--- config.mk ---
export PLATFORM = sky130hd
export DESIGN_NAME = alu_seq_exec
export DESIGN_NICKNAME = d
export VERILOG_FILES = /design/src/rtl/alu_seq_exec.sv
export SDC_FILE = /design/constraint.sdc
export NUM_CORES = 1
export LEC_CHECK = 0
export BUFFER_PORTS_ARGS = -buffer_cell sky130_fd_sc_hd__buf_2
export CAP_MARGIN = 20
export CORE_ASPECT_RATIO = 1.75
export CORE_UTILIZATION = 35
export CTS_BUF_LIST = sky130_fd_sc_hd__clkbuf_8
export DETAILED_ROUTE_END_ITERATION = 8
export MAX_ROUTING_LAYER = met4
export PLACE_DENSITY_LB_ADDON = 0.1
export REMOVE_ABC_BUFFERS = 1
export SLEW_MARGIN = 25
export SYNTH_ARGS = -nofsm -noshare
export SYNTH_HDL_FRONTEND = slang
export SYNTH_SLANG_ARGS = --single-unit
--- constraint.sdc ---
create_clock -name clk -period 6 [get_ports clk]
set_clock_uncertainty 0.05 [all_clocks]
set_input_delay 0.3 -clock clk [delete_from_list [all_inputs] [get_ports clk]]
set_output_delay 0.3 -clock clk [all_outputs]
set_load 0.02 [all_outputs]
--- src/rtl/alu_seq_exec.sv ---
// alu_seq_exec: multi-cycle ALU with one-cycle logic/arith ops and iterative shifts behind valid/ready handshakes
module alu_seq_exec #(
  parameter int W  = 8,
  parameter int SW = $clog2(W)
) (
  input  logic         clk,
  input  logic         reset,
  input  logic         in_valid,
  output logic         in_ready,
  input  logic [3:0]   alu_control,
  input  logic [W-1:0] a,
  input  logic [W-1:0] b,
  output logic         out_valid,
  input  logic         out_ready,
  output logic [W-1:0] result,
  output logic         zero,
  output logic         carry,
  output logic         illegal
);
  typedef enum logic [1:0] {IDLE, SHIFT, DONE} state_t;
  state_t        state_q;
  logic [W-1:0]  acc_q, result_q;
  logic [SW-1:0] cnt_q;
  logic          left_q, zero_q, carry_q, illegal_q, out_valid_q;
  logic [W:0]    sum;
  logic [SW-1:0] amt;
  logic          is_shift, carry_d, illegal_d, out_bit;
  logic [W-1:0]  res_d, acc_d;
  assign in_ready  = state_q == IDLE;
  assign out_valid = out_valid_q;
  assign result    = result_q;
  assign zero      = zero_q;
  assign carry     = carry_q;
  assign illegal   = illegal_q;
  // Single-cycle result for every op; shifts here only cover the zero-amount case
  always_comb begin
    sum       = {1'b0, a} + {1'b0, b};
    amt       = b[SW-1:0];
    is_shift  = alu_control == 4'b0111 || alu_control == 4'b1001;
    res_d     = '0;
    carry_d   = 1'b0;
    illegal_d = 1'b0;
    case (alu_control)
      4'b0000: {carry_d, res_d} = sum;
      4'b0001: begin res_d = a - b; carry_d = a >= b; end
      4'b0010: res_d = a & b;
      4'b0011: res_d = a | b;
      4'b0100: res_d = b;
      4'b0101: res_d = {{(W-1){1'b0}}, &a};
      4'b0110: res_d = {{(W-1){1'b0}}, |a};
      4'b0111, 4'b1001: res_d = a;
      4'b1000: res_d = a ^ b;
      default: illegal_d = 1'b1;
    endcase
  end
  // One-bit shift step of the accumulator and the bit that falls off the end
  always_comb begin
    acc_d   = left_q ? {acc_q[W-2:0], 1'b0} : {1'b0, acc_q[W-1:1]};
    out_bit = left_q ? acc_q[W-1] : acc_q[0];
  end
  // Control FSM with registered result, flags and out_valid
  always_ff @(posedge clk or posedge reset) begin
    if (reset) begin
      state_q     <= IDLE;
      acc_q       <= '0;
      cnt_q       <= '0;
      left_q      <= 1'b0;
      result_q    <= '0;
      zero_q      <= 1'b0;
      carry_q     <= 1'b0;
      illegal_q   <= 1'b0;
      out_valid_q <= 1'b0;
    end else begin
      case (state_q)
        IDLE: if (in_valid) begin
          if (is_shift && amt != '0) begin
            state_q <= SHIFT;
            cnt_q   <= amt;
            acc_q   <= a;
            left_q  <= alu_control == 4'b0111;
          end else begin
            state_q     <= DONE;
            result_q    <= res_d;
            zero_q      <= res_d == '0;
            carry_q     <= carry_d;
            illegal_q   <= illegal_d;
            out_valid_q <= 1'b1;
          end
        end
        SHIFT: begin
          acc_q <= acc_d;
          cnt_q <= cnt_q - 1'b1;
          if (cnt_q == SW'(1)) begin
            state_q     <= DONE;
            result_q    <= acc_d;
            zero_q      <= acc_d == '0;
            carry_q     <= out_bit;
            illegal_q   <= 1'b0;
            out_valid_q <= 1'b1;
          end
        end
        DONE: if (out_ready) begin
          state_q     <= IDLE;
          out_valid_q <= 1'b0;
        end
        default: state_q <= IDLE;
      endcase
    end
  end
endmodule

==> results.md <==
- Startpoint types: register
- Post-cts resize count: 0
- Number of post-CTS setup repair buffers: 0
- Post-synth top area share: 23.4%
- I/O pin cnt: 37
- Routed Antenna Nets: 0
- CTS Buf Count: 3
- Outcome: finished, final reports clean
- Post-DP HPWL: 6850 um
- Antenna cell count: 0
- Async SR Flop Fraction: 100%
- Syn Area/Cell: 7.82 um2
- GRT overflow: 0
- Post-synth EDFFs: 0
- Power per cell area: 272 nW/um2
- Clock slew seen by the registers of the worst setup and hold paths: 0.09 ns
- Commonest cells post-synth: nand2_1 (31), inv_1 (29), a21oi_1 (28), dfrtp_1 (26), ha_1 (26)
- CP max stage delay: 0.57 ns
- Synthesis Warnings: 0
- WP data arrival: 2.87 ns
- Top Usage Layer GRT: met2
- RSZ-0062 raised after global routing: no
- Req. time, crit path: 6.15 ns
- RePlAce Congestion: 0.951
- Type of the worst min-delay path: primary input to async pin
- Met1 Usage GRT: 23.9%
- Placed Area: 3010 um2
- Final worst-path cycle share: 45.3%
- GRT met2 Usage: 40.2%
- Vias: 2757
- CTS sink cnt: 26
- Register area share after synthesis: 23.4%
- #FFs+latches synth: 26
- Root Buffer: clkbuf_8
- M3 GR Usage: 0.924%
- Drt drc: 0
- Total power: 0.000833 W
- GRT Overall Usage: 22.3%
- Global-route wire length before repair: 14200 um
- Initial Util: 36.6%
- CTS tree: yes
- Final instance area: 3060 um2
- Row Count: 42
- Nets@finish: 430
- Post-layout min period: 2.72 ns
- Final max-slew violation count: 0
- Cell with the most instances after synthesis: nand2_1
- Crit path cell chain: nand2b_1 > o2111ai_1 > a211o_1 > or2_2 > or4_1 > o31ai_2
- Routed vias/inst: 5.93
- Wirelength per Cell: 18.8 um
- Worst Tran Pin Value: 0.724 ns
- Die Wd: 69.4 um
- Initial antenna violation count: 0
- Fill count: 792
- Crit path buffers/inverters: 0
- Area contributors post-synth: dfrtp_1 (23%), ha_1 (12%), a21oi_1 (5.0%)
- TNS Setup: 0 ns
- Fmax: 368 MHz
- Max_slew headroom: 51.5%
- Largest net degree at the start of global routing: 27
- Syn-to-layout area delta: 9.97%
- H-Tree Level Count: 1
- DR iter-0 viols: 174
- Routed WL: 8730 um
- Bufs on Longest Clock Path: 2
- Core Area: 7620 um2
- Leak Pwr: 1.41 nW
- Leading area contributor after synthesis: dfrtp_1
- Via count of the first global-routing pass: 2721
- Top delay family on crit path: simple AND/OR/NAND/NOR gates
- Die Span Y: 120 um
- Critical Path End Type: register
- Synth cell types: 59
- CP max FO: 15
- Post-synth top flop: dfrtp_1
- DIE AREA: 8330 um2
- Mapped cell area: 2790 um2
- Setup Viol. Count Final: 0
- Final hold vios: 0
- Gate Count Post-Synth: 356
- Post-CTS Hold Buffers: 0
- IO buf count: 36
- Max cap viols: 0
- Setup CP Type: register to register
- First-pass detailed-route iteration total: 4
- IR drop worst, VDD: 0.0917 mV
- Worst-Skew Late Latency: 0.28 ns
- Share of cells above drive strength 1: 14.3%
- Crit-path slowest cell: nand2b_1
-- cells in the final DEF, fill, tap and decap left out, drive strengths merged, types with 8 or more instances in the layout --
cell type  count
dfrtp         26
ha            26
nor2          19
a21oi         28
o31ai         10
o21ai         22
a211oi         9
nand3         14
nor3           8
nor2b          9
buf           39
inv           29
nand2         31
-- power by group --
group          internal (W)  total (W)  switching (W)
Combinational      0.000154   0.000402       0.000248
Sequential         0.000252   0.000314      0.0000615
Clock             0.0000589   0.000118      0.0000589
Total              0.000465   0.000833       0.000368
-- through the flow --
stage               hold slack, ns  instances  utilization, %  setup WS (ns)
finish                     0.00786        465            40.2           3.28
global route                0.0610        465            40.2           3.08
CTS                         0.0322        465            40.2           3.27
detailed placement           0.343        461            39.5           2.99
global placement             0.409        461            39.4           3.03
floorplan                    0.290        334               -           3.19
-- sequential cells by signal, indices dropped and copies added (netlist names) --
name	cells
acc_q	8
result	8
cnt_q	3
state_q	2
carry	1
illegal	1
left_q	1
out_valid	1
zero	1
-- layout make-up --
type	count	area, um2	share of cell area [%]
Multi-Input combinational cell	278	1930	63.1
Tap cell	88	110	3.59
Inverter	30	113	3.68
Sequential cell	26	651	21.2
Clock buffer	4	55.1	1.80
Timing Repair Buffer	39	203	6.62
-- final timing paths --
kind | startpoint | end | slack (ns) | cells after the start
setup / recovery | state_q[1] | zero | 3.28 | 6
max in group asynchronous | reset | cnt_q[0] | 5.51 | 2
setup reg to reg | state_q[1] | zero | 3.28 | 6
min in group clk | out_ready | state_q[1] | 0.16 | 2
hold / removal | reset | result[6] | 0.008 | 2
hold reg to reg | result[7] | result[7] | 0.42 | 2
-- logic make-up after synthesis --
| logic type | Yosys count | synth area share, % |
|---|---|---|
| buf+inv | 52 | 7.50 |
| mux | 9 | 3.77 |
| compound gates | 116 | 28.0 |
| simple gates | 121 | 23.0 |
| flops | 26 | 23.4 |
| xor+xnor | 4 | 1.26 |
| fa+ha+maj | 28 | 13.1 |
-- worst reg2reg max path, cell delays in order, from the launching register on --
cell,delay (ns)
dfrtp_1,0.47
nand2b_1,0.57
o2111ai_1,0.23
a211o_1,0.37
or2_2,0.28
or4_1,0.49
o31ai_2,0.19
-- metal layers --
metal  up-vias  routed length, um
li1       1349                  -
met1      1293               3380
met2        86               4600
met3        29                295
met4         0                442
met5         -                  0
Power figures use the tool's default switching activity.
